`src/rtl/lsu_pkg.sv`:
```
// Shared load/store encodings: mem_op widths, completion error codes and LSU FSM states.
// The control-signal decoder imports the same mem_op constants.
package lsu_pkg;

  localparam logic [2:0] OpB  = 3'b000;
  localparam logic [2:0] OpH  = 3'b001;
  localparam logic [2:0] OpW  = 3'b010;
  localparam logic [2:0] OpBu = 3'b100;
  localparam logic [2:0] OpHu = 3'b101;

  localparam logic [1:0] ErrNone     = 2'd0;
  localparam logic [1:0] ErrMisalign = 2'd1;
  localparam logic [1:0] ErrIllegal  = 2'd2;
  localparam logic [1:0] ErrBus      = 2'd3;

  typedef enum logic [1:0] {
    StIdle,
    StReq,
    StWait,
    StDone
  } state_e;

endpackage

```
`src/rtl/lsu_align.sv`:
```
// Combinational byte-lane logic: store strobes/replication, load extract/extend,
// and the illegal-op / misalignment classification of a memory instruction.
module lsu_align
  import lsu_pkg::*;
(
  input  logic        rd_en,
  input  logic        wr_en,
  input  logic [2:0]  op,
  input  logic [1:0]  addr_lo,
  input  logic [31:0] store_data,
  input  logic [31:0] load_word,
  output logic [3:0]  wstrb,
  output logic [31:0] wdata,
  output logic [31:0] load_data,
  output logic [1:0]  err
);

  logic [31:0] shifted;
  logic        legal_load;
  logic        legal_store;
  logic        misaligned;

  always_comb begin
    wstrb     = 4'b0000;
    wdata     = store_data;
    load_data = '0;
    shifted   = load_word >> {addr_lo, 3'b000};
    case (op)
      OpB: begin
        wstrb     = 4'b0001 << addr_lo;
        wdata     = {4{store_data[7:0]}};
        load_data = {{24{shifted[7]}}, shifted[7:0]};
      end
      OpH: begin
        wstrb     = addr_lo[1] ? 4'b1100 : 4'b0011;
        wdata     = {2{store_data[15:0]}};
        load_data = {{16{shifted[15]}}, shifted[15:0]};
      end
      OpW: begin
        wstrb     = 4'b1111;
        load_data = shifted;
      end
      OpBu:    load_data = {24'd0, shifted[7:0]};
      OpHu:    load_data = {16'd0, shifted[15:0]};
      default: ;
    endcase
  end

  always_comb begin
    legal_load  = op inside {OpB, OpH, OpW, OpBu, OpHu};
    legal_store = op inside {OpB, OpH, OpW};
    misaligned  = ((op[1:0] == 2'b01) && addr_lo[0]) || ((op[1:0] == 2'b10) && (addr_lo != 2'b00));
    err         = ErrNone;
    if (rd_en && wr_en) begin
      err = ErrIllegal;
    end else if ((rd_en && !legal_load) || (wr_en && !legal_store)) begin
      err = ErrIllegal;
    end else if ((rd_en || wr_en) && misaligned) begin
      err = ErrMisalign;
    end
  end

endmodule

```
`src/rtl/lsu.sv`:
```
// Load/store unit: accepts one decoded instruction, runs at most one data-memory
// transaction with a response watchdog, and hands the formatted result to writeback.
module lsu
  import lsu_pkg::*;
#(
  parameter int unsigned ADDR_W  = 32,
  parameter int unsigned TIMEOUT = 255
) (
  input  logic              clk,
  input  logic              rst,
  input  logic              in_valid,
  output logic              in_ready,
  input  logic              mem_rd_en,
  input  logic              mem_wr_en,
  input  logic [2:0]        mem_op,
  input  logic [ADDR_W-1:0] addr,
  input  logic [31:0]       wdata,
  output logic              out_valid,
  input  logic              out_ready,
  output logic [31:0]       out_rdata,
  output logic [1:0]        out_err,
  output logic              dmem_req_valid,
  input  logic              dmem_req_ready,
  output logic              dmem_req_wen,
  output logic [ADDR_W-1:0] dmem_req_addr,
  output logic [31:0]       dmem_req_wdata,
  output logic [3:0]        dmem_req_wstrb,
  input  logic              dmem_rsp_valid,
  input  logic [31:0]       dmem_rsp_rdata,
  input  logic              dmem_rsp_err
);

  // Counter only has to reach TIMEOUT-1.
  localparam int unsigned CntW = (TIMEOUT > 2) ? $clog2(TIMEOUT) : 1;

  state_e              state_q, state_d;
  logic                rd_q, wr_q;
  logic [2:0]          op_q;
  logic [ADDR_W-1:0]   addr_q;
  logic [31:0]         wdata_q;
  logic [CntW-1:0]     cnt_q, cnt_d;
  logic [31:0]         rdata_q, rdata_d;
  logic [1:0]          err_q, err_d;

  logic                idle, req_active, accept;
  logic                al_rd, al_wr;
  logic [2:0]          al_op;
  logic [1:0]          al_addr_lo;
  logic [31:0]         al_store_data;
  logic [3:0]          al_wstrb;
  logic [31:0]         al_wdata, al_load_data;
  logic [1:0]          al_err;

  assign idle       = (state_q == StIdle);
  assign req_active = (state_q == StReq);
  assign accept     = idle && in_valid;

  // Classify the live instruction while idle; afterwards work from the latched copy.
  assign al_rd         = idle ? mem_rd_en  : rd_q;
  assign al_wr         = idle ? mem_wr_en  : wr_q;
  assign al_op         = idle ? mem_op     : op_q;
  assign al_addr_lo    = idle ? addr[1:0]  : addr_q[1:0];
  assign al_store_data = idle ? wdata      : wdata_q;

  lsu_align u_align (
    .rd_en      (al_rd),
    .wr_en      (al_wr),
    .op         (al_op),
    .addr_lo    (al_addr_lo),
    .store_data (al_store_data),
    .load_word  (dmem_rsp_rdata),
    .wstrb      (al_wstrb),
    .wdata      (al_wdata),
    .load_data  (al_load_data),
    .err        (al_err)
  );

  always_ff @(posedge clk or posedge rst) begin
    if (rst) begin
      state_q <= StIdle;
      rd_q    <= 1'b0;
      wr_q    <= 1'b0;
      op_q    <= '0;
      addr_q  <= '0;
      wdata_q <= '0;
      cnt_q   <= '0;
      rdata_q <= '0;
      err_q   <= ErrNone;
    end else begin
      state_q <= state_d;
      cnt_q   <= cnt_d;
      rdata_q <= rdata_d;
      err_q   <= err_d;
      if (accept) begin
        rd_q    <= mem_rd_en;
        wr_q    <= mem_wr_en;
        op_q    <= mem_op;
        addr_q  <= addr;
        wdata_q <= wdata;
      end
    end
  end

  always_comb begin
    state_d = state_q;
    cnt_d   = cnt_q;
    rdata_d = rdata_q;
    err_d   = err_q;
    unique case (state_q)
      StIdle: begin
        if (in_valid) begin
          rdata_d = '0;
          err_d   = al_err;
          state_d = (!(mem_rd_en || mem_wr_en) || (al_err != ErrNone)) ? StDone : StReq;
        end
      end
      StReq: begin
        if (dmem_req_ready) begin
          cnt_d   = '0;
          state_d = StWait;
        end
      end
      StWait: begin
        if (dmem_rsp_valid) begin
          rdata_d = rd_q ? al_load_data : '0;
          if (dmem_rsp_err) err_d = ErrBus;
          state_d = StDone;
        end else if ((TIMEOUT != 0) && (cnt_q == CntW'(TIMEOUT - 1))) begin
          rdata_d = '0;
          err_d   = ErrBus;
          state_d = StDone;
        end else begin
          cnt_d = cnt_q + CntW'(1);
        end
      end
      StDone: begin
        if (out_ready) state_d = StIdle;
      end
      default: state_d = StIdle;
    endcase
  end

  assign in_ready       = idle;
  assign out_valid      = (state_q == StDone);
  assign out_rdata      = rdata_q;
  assign out_err        = err_q;
  assign dmem_req_valid = req_active;
  assign dmem_req_wen   = req_active && wr_q;
  assign dmem_req_addr  = req_active ? {addr_q[ADDR_W-1:2], 2'b00} : '0;
  assign dmem_req_wdata = req_active ? al_wdata : '0;
  assign dmem_req_wstrb = (req_active && wr_q) ? al_wstrb : 4'b0000;

endmodule

```
`config.mk`:
```
export PLATFORM = sky130hd
export DESIGN_NAME = lsu
export DESIGN_NICKNAME = d
export VERILOG_FILES = /design/src/rtl/lsu_pkg.sv /design/src/rtl/lsu_align.sv /design/src/rtl/lsu.sv
export SDC_FILE = /design/constraint.sdc
export NUM_CORES = 1
export LEC_CHECK = 0
export CORE_UTILIZATION = 40
export CTS_CLUSTER_DIAMETER = 60
export DETAILED_ROUTE_END_ITERATION = 12
export GPL_TIMING_DRIVEN = 0
export MAX_ROUTING_LAYER = met4
export PLACE_DENSITY = 0.75
export SETUP_SLACK_MARGIN = 0.15
export SLEW_MARGIN = 5
export SYNTH_ARGS = -nofsm -noshare
export SYNTH_HDL_FRONTEND = slang
export SYNTH_SLANG_ARGS = --single-unit
```
`constraint.sdc`:
```
create_clock -name clk -period 4.1 [get_ports clk]
set_input_delay 0.615 -clock clk [delete_from_list [all_inputs] [get_ports clk]]
set_output_delay 0.615 -clock clk [all_outputs]
set_load 0.01 [all_outputs]
```
Yosys cells after proc, flatten, opt, wreduce, memory -nomap -nowiden:

Cells that the tools add are included.
Widths: inputs -> output; s select.

* bits in registers: 113
* word-level logic and storage cells: 92
* input bits: 108
* output and inout bits: 106

* reduce and logical (&&, ||, !) cells: 28
* equal/unequal tests: 17
* $add $sub $neg: 1
* mux-type cells: 35
* shifts and indexed selects: 2

Operators with widths (number)
* $mux 32: 7
* $pmux 32 s5: 1
* $pmux 32 s2: 2
* $shr 32x5->32: 1
* $mux 2: 12
* $mux 8: 3
* $pmux 8 s2: 1
* $pmux 4 s3: 1
* $reduce_and 4->1: 3
* $add 8x1->8 const B: 1
* $eq 8x8->1 const B: 1
* $logic_and 1x1->1: 8
* $mux 4: 2
* $ne 2x2->1 const B: 4
* $pmux 2 s4: 1
* $reduce_bool 2->1: 4
* $eq 2x2->1 const B: 3
* $eq 3x3->1 const B: 2
* $ne 3x3->1 const B: 2
* $logic_or 1x1->1: 5
* $reduce_bool 5->1: 1
* $eq 2x1->1 const B: 2
* $pmux 2 s2: 1
* $shl 1x2->4 const A: 1
* other kinds (10): 14

Depth between registers and ports, before layout:

Gate-level depths: netlist of run 1.

* depth after elaboration: 14
* depth in mapped cells: 10

Modules after synthesis:

A second synthesis of run 1 with hierarchy kept.

* cell total of the unflattened synthesis: 604
* area, all modules: 6744.0 µm²

Modules (own cells, without submodules)
* lsu: times used 1, sequential area each 2827.7 µm², area an instance 5385.2 µm², cells each 424
* lsu_align: times used 1, sequential area each 0.0 µm², area an instance 1358.8 µm², cells each 180

Worst setup path after synthesis of run 1:

Ideal clock, no wire load.

* path kind: register -> output
* start point: register state_q[0]
* end point: output dmem_req_wdata[23]
* setup slack: 1.141 ns
* cell stages (with the launch flop): 9
* arrival time: 2.344 ns
* path buffers: 3
* cells stage by stage: dfrtp_1 > inv_1 > ha_1 > buf_6 > buf_2 > buf_2 > o31ai_1 > mux4_2 > and2_1

* cells in the longest elaborated chain, start to end: 5

Ends and longest elaborated chain
* start, declared: RTL line lsu.sv:36 `state_e state_q, state_d;`
* start signal, assigned: RTL line lsu.sv:80 `state_q <= StIdle;`
* start signal, assigned: RTL line lsu.sv:90 `state_q <= state_d;`
* $logic_not 2->1 *: RTL line lsu.sv:54 `assign idle = (state_q == StIdle);`
* net in_ready: RTL line lsu.sv:12 `output logic in_ready,`
* $mux 3: RTL line lsu.sv:61 `assign al_op = idle ? mem_op : op_q;`
* $eq 3x1->1 / $logic_not 3->1 (equally long branches): RTL line lsu_align.sv:28 `case (op)`
* $pmux 32 s2 *: RTL line lsu_align.sv:28
* $mux 32 *: RTL line lsu.sv:150 `assign dmem_req_wdata = req_active ? al_wdata : '0;`
* end, declared: RTL line lsu.sv:26 `output logic [31:0] dmem_req_wdata,`

The timed path passes the listed nets; every way through them passes the cells marked *.

Worst setup path after layout of run 1:

* start point: register state_q[0]
* end point: output dmem_req_wdata[23]

* cells in the longest elaborated chain, start to end: 5

Ends and longest elaborated chain (RTL line)
* $logic_not 2->1: lsu.sv:54
* $mux 3: lsu.sv:61
* $eq 3x1->1 / $logic_not 3->1 (equally long branches): lsu_align.sv:28
* $pmux 32 s2: lsu_align.sv:28
* $mux 32 *: lsu.sv:150

Every way passes the cells marked *; elsewhere a longest branch is shown, timed or not.

==> qor.txt, run 1 <==
fin crit period: 3.89 ns
via count: 6,022
switching power total: 3.07 mW
Num CTS Buffers: 17
Slew Viols, Final: 0
CTS max path bufs: 2
Worst-Skew Late Latency: 0.41 ns
synth unique cells: 59
post-route ant nets: 0
top_reg_cell synth: dfrtp_1
max cap viols: 0
Final period util: 94.9%
Final Hold Vio Count: 0
status: finished clean
Clock transition at path regs: 0.05 ns
post-synthesis sequential element count: 113
Max Clk Rate: 257 MHz
Final Non-Filler Cells: 1,114
crit path capture: dmem_req_wdata[23]
Sink Count: 113
placed insts: 1,080
vias in the first global route: 6,104
Buffers on Ports: 209
Routed WL per cell: 18.6 um
RSZ-0062 raised after global routing: yes
initial antenna violation count: 0
worst rel slew slack: 46.6%
ys async rst share: 100%
Initial Util: 40.8%
GRT overflow: 0
first-pass GRT wire length: 32,100 um
I/O Pins: 214
Placer Congestion: 0.891
clock skew: 0.00913 ns
Critical Path Max Stage Delay: 0.61 ns
sequential share of the synthesized area: 43.6%
synthesized-area fraction occupied by xor and xnor cells: 0.675%
area of placed instances: 8890 um2
hold path start: addr_q[19]
most frequent CP cell: buf_6
fin area: 9670 um2
Synth Area in Simple Gates: 16.5%
pre-CTS setup slack: 0.226 ns
Pint: 4.78 mW
Setup crit start kind: register
required time worst endpoint: 3.48 ns
share of layout cells above drive strength 1: 15.1%
largest family of logic cells by synthesized area: multiplexers
drt pass-1 iters: 5
syn_area_per_cell: 9.94 um2
reg2reg start: state_q[0]
nets@finish: 999
commonest non-fill, non-tap cell in the layout: clkdlybuf4s50_1
slowest cell on the critical path: o31ai_2
Post-synth EDFFs: 0
Clock Power Share: 20.3%
routed vias/inst: 5.41
drt first-iter violations: 371
critical-path cell list: inv_1 -> ha_1 -> buf_6 -> buf_4 -> buf_6 -> o31ai_2 -> mux4_2 -> and2_1 -> clkdlybuf4s50_1
setup violators final: 0
sw frac: 39.2%
Crit Path Max Fanout: 10
Setup WS post-layout: 0.208 ns
pin count of the biggest net entering global routing: 63
Reg power frac: 23.5%
number of fill cells: 1,381
Pwr Density: 812 nW/um2
post-synthesis mux area share: 20.2%
VDD IR max: 0.000407 V
utilization after layout: 60.9%
hpwl dp: 15,300 um
Die ar.: 16,700 um2
WL final: 20,700 um
CP startpoint: state_q[0]
measured slew at the worst slew-check pin: 0.798 ns
root buf cell: clkbuf_16
Crit path arrival time: 3.28 ns
setup TNS: 0 ns
most frequent cells in the layout: clkdlybuf4s50_1 (209), dfrtp_1 (113), nand2_1 (98)
Hold/Removal Path Class: reg -> reg
# diodes: 0
flop-to-flop setup slack: 1.26 ns
mapped cell area: 6490 um2
R2R depth: 8
Logic pwr share: 56.2%
Die Span Y: 129 um
Core Area: 15,900 um2
CTS tree: yes
post-synthesis adder-cell area fraction: 1.16%
Reg-to-Reg End: out_rdata[19]
GRT Overall Usage: 26.3%
H-tree depth: 4
WS Path Type: reg -> out
Layout area overhead: 49.1%
Compound-Gate Fraction of Synth Area: 14.3%
DRC errors left: 0
Yosys warnings: 0
Cell Rows: 46
Worst setup EP type: output pin
Post-Syn Instances: 653
die extent in x: 129 um
Leakage: 4.09 nW
==> metrics by stage <==
stage	hold slack, ns	power (mW)
3_3_place_gp	0.473	5.99
3_5_place_dp	0.484	6.06
5_1_grt	0.507	8.33
2_1_floorplan	0.471	4.33
4_1_cts	0.498	7.79
6_report	0.494	7.85
==> how the worst min path moves through the flow <==
| stage | endpoint | slack, ns | cells past startpoint |
|---|---|---|---|
| after floorplan | addr_q[10] | 0.47 | 1 |
| after global placement | out_rdata[24] | 0.47 | 2 |
| after detailed placement | out_rdata[13] | 0.48 | 2 |
| after CTS | addr_q[9] | 0.50 | 1 |
| after global routing | addr_q[9] | 0.51 | 1 |
| final | addr_q[19] | 0.49 | 1 |
==> kinds of logic (layout without fill, tap and decap cells) <==
| kind of cell | after synthesis | in the layout |
|---|---|---|
| buffers and inverters | 55 | 299 |
| adder cells (fa/ha/maj) | 6 | 6 |
| XOR/XNOR | 5 | 5 |
| multiplexers | 119 | 119 |
| AND/OR/NAND/NOR | 223 | 223 |
| flip-flops | 113 | 113 |
| AO/OA/AOI/OAI | 131 | 131 |
| other | 1 | 2 |
==> timing repair <==
action,CTS,global route
pin swaps,0,0
buffers inserted,0,3
endpoints found under the setup margin,30,27
hold buffers,0,0
resized for setup,21,13
==> flip-flops by register name (all words and copies together), names as in the netlist <==
| register | flops |
|---|---|
| addr_q | 32 |
| state_q | 2 |
| cnt_q | 8 |
| wr_q | 1 |
| op_q | 3 |
| out_rdata | 32 |
| rd_q | 1 |
| wdata_q | 32 |
| out_err | 2 |
==> power by group through the flow <==
stage                     Clock [mW]  Sequential [mW]  Combinational, mW
after floorplan                    0             1.81               2.52
after global placement             0             1.82               4.17
after detailed placement           0             1.84               4.22
after CTS                       1.61             1.84               4.35
after global routing            1.65             1.90               4.78
final                           1.59             1.85               4.41
==> layout make-up <==
type / instances / area (um2) / area share (%)
repair buffers: 213 / 2140 / 22.1
clock inverters: 8 / 151 / 1.57
multi-input cells: 486 / 3530 / 36.5
plain buffers: 44 / 229 / 2.37
inverters: 10 / 42.5 / 0.440
well taps: 216 / 270 / 2.79
flip-flops and latches: 113 / 2830 / 29.2
clock buffers: 24 / 482 / 4.98
==> critical path: cells and delay by family (launching register included) <==
kind            cells  cell delay [ns]
fa+ha+maj           1             0.23
buf+inv             5             1.08
flops               1             0.37
mux                 1             0.39
compound gates      1             0.61
simple gates        1             0.16
==> synth_stat cells (10+ instances only) <==
cell / count / area share, %
clkbuf_1: 34 / 2.0
and2_1: 32 / 3.1
dfrtp_1: 113 / 44
nor2_1: 27 / 1.6
nand3_1: 18 / 1.4
inv_1: 10 / 0.58
nand2_1: 98 / 5.7
a22o_1: 11 / 1.5
mux2_2: 70 / 12
mux2i_1: 44 / 6.8
a21oi_1: 38 / 2.9
o21ai_0: 20 / 1.5
nor2b_1: 12 / 1.2
and3_1: 16 / 1.5
==> per-layer routing <==
layer | routed length (um) | vias to the layer above | GRT usage, %
li1 | - | 2803 | -
met1 | 8500 | 2910 | 30.5
met2 | 9910 | 272 | 43.5
met3 | 1950 | 37 | 8.26
met4 | 363 | 0 | 7.96
met5 | 0 | - | -
No activity file was read; power rests on OpenSTA's default activity.
==> inputs of run 2 (changes only) <==
Settings changed: TNS_END_PERCENT set to 100.
==> results of run 2 <==
The final DEF is identical to that of run 1; final timing and power are the same.
==> inputs of run 3 (changes only) <==
Settings changed: MAX_ROUTING_LAYER met4 to not set.
==> qor.txt, run 3 (same netlist as run 1, synthesis figures left out) <==
Routed WL per cell: 18.6 um
routed vias/inst: 5.41
Die ar.: 16,700 um2
Initial Util: 40.8%
Reg-to-Reg End: out_rdata[21]
most frequent cells in the layout: clkdlybuf4s50_1 (209), dfrtp_1 (113), nand2_1 (98)
Leakage: 4.09 nW
reg2reg start: state_q[0]
WS Path Type: reg -> out
GRT overflow: 0
DRC errors left: 0
nets@finish: 999
clock skew: 0.00914 ns
Core Area: 15,900 um2
hold depth: 1
via count: 6,026
VDD IR max: 0.000405 V
Design Power: 7.85 mW
Clock transition at path regs: 0.05 ns
measured slew at the worst slew-check pin: 0.798 ns
max cap viols: 0
share of layout cells above drive strength 1: 15.1%
first-pass GRT wire length: 32,100 um
Post-CTS Hold Fix Bufs: 0
commonest non-fill, non-tap cell in the layout: clkdlybuf4s50_1
Setup WS post-layout: 0.192 ns
drt first-iter violations: 341
Final period util: 95.3%
Crit Path Max Fanout: 10
Final Non-Filler Cells: 1,114
root buf cell: clkbuf_16
Crit path arrival time: 3.29 ns
WL final: 20,700 um
required time worst endpoint: 3.48 ns
setup violators final: 0
R2R depth: 8
Placer Congestion: 0.876
I/O Pins: 214
pre-CTS setup slack: 0.226 ns
worst rel slew slack: 46.5%
Num CTS Buffers: 17
RSZ-0062 raised after global routing: yes
placed insts: 1,080
# diodes: 0
flop-to-flop setup slack: 1.25 ns
number of fill cells: 1,381
Worst-Skew Late Latency: 0.41 ns
CTS max path bufs: 2
Layout area overhead: 49.1%
Worst Hold Path EP: addr_q[19]
Max Clk Rate: 256 MHz
fin crit period: 3.91 ns
Final Hold Vio Count: 0
Worst setup EP type: output pin
setup TNS: 0 ns
post-route ant nets: 0
initial antenna violation count: 0
Setup crit start kind: register
Slew Viols, Final: 0
die extent in x: 129 um
Pwr Density: 812 nW/um2
CTS tree: yes
Sink Count: 113
Hold/Removal Path Class: reg -> reg
GRT Overall Usage: 25.4%
H-tree depth: 4
pin count of the biggest net entering global routing: 63
Cell Rows: 46
vias in the first global route: 6,116
status: finished clean
hold_ws: 0.494 ns
hold path start: addr_q[19]
Die Span Y: 129 um
hpwl dp: 15,300 um
Buffers on Ports: 209
drt pass-1 iters: 5
## run 3: worst max-delay path by stage
stage                     cells after the start                  to        from  slack [ns]
after global routing                          9  dmem_req_wdata[23]  state_q[1]         0.1
after CTS                                     9   dmem_req_wstrb[1]  state_q[0]        0.14
final                                         9  dmem_req_wdata[23]  state_q[0]        0.19
after detailed placement                     10  dmem_req_wdata[27]  state_q[0]        0.23
after global placement                        2        out_rdata[1]         rst       -1.43
after floorplan                               1           addr_q[0]         rst        0.50
## run 3: report_power, final
group | switching, mW | leakage [nW] | internal (mW) | total [mW]
sequential | 0.270 | 1.41 | 1.58 | 1.85
clock | 0.527 | 0.297 | 1.07 | 1.59
combinational | 2.28 | 2.38 | 2.14 | 4.41
## run 3: area by class of cell
class	instances	area, um2	share of cell area, %
buffer	44	229	2.37
clock buffer	24	482	4.98
clock inverter	8	151	1.57
inverter	10	42.5	0.440
multi-input combinational	486	3530	36.5
sequential	113	2830	29.2
tap	216	270	2.79
timing repair buffer	213	2140	22.1
## run 3: critical path, stage by stage (launching register included)
cell and delay [ns]:
dfrtp_1 0.37, inv_1 0.08, ha_1 0.23, buf_6 0.15, buf_4 0.19, buf_6 0.17
o31ai_2 0.62, mux4_2 0.39, and2_1 0.16, clkdlybuf4s50_1 0.50
## run 3: stage by stage
step / util [%] / area (um2)
4_1_cts: 60.5 / 9610
3_5_place_dp: 55.9 / 8890
5_1_grt: 60.9 / 9670
6_report: 60.9 / 9670
2_1_floorplan: - / 6490
3_3_place_gp: 55.7 / 8850
## run 3: what timing repair did
item / 4_1_cts / 5_1_grt
gates resized for setup: 21 / 13
setup buffers: 0 / 3
endpoints found under the setup margin: 30 / 27
## run 3: metal layers
metal	part of all wire [%]	GRT usage, %	vias up	wire length (um)
met3	10	9.83	34	2160
met1	40	29.3	2922	8230
met5	0	0	-	0
met4	1.9	7.96	0	384
li1	-	-	2804	-
met2	48	43.5	266	9930
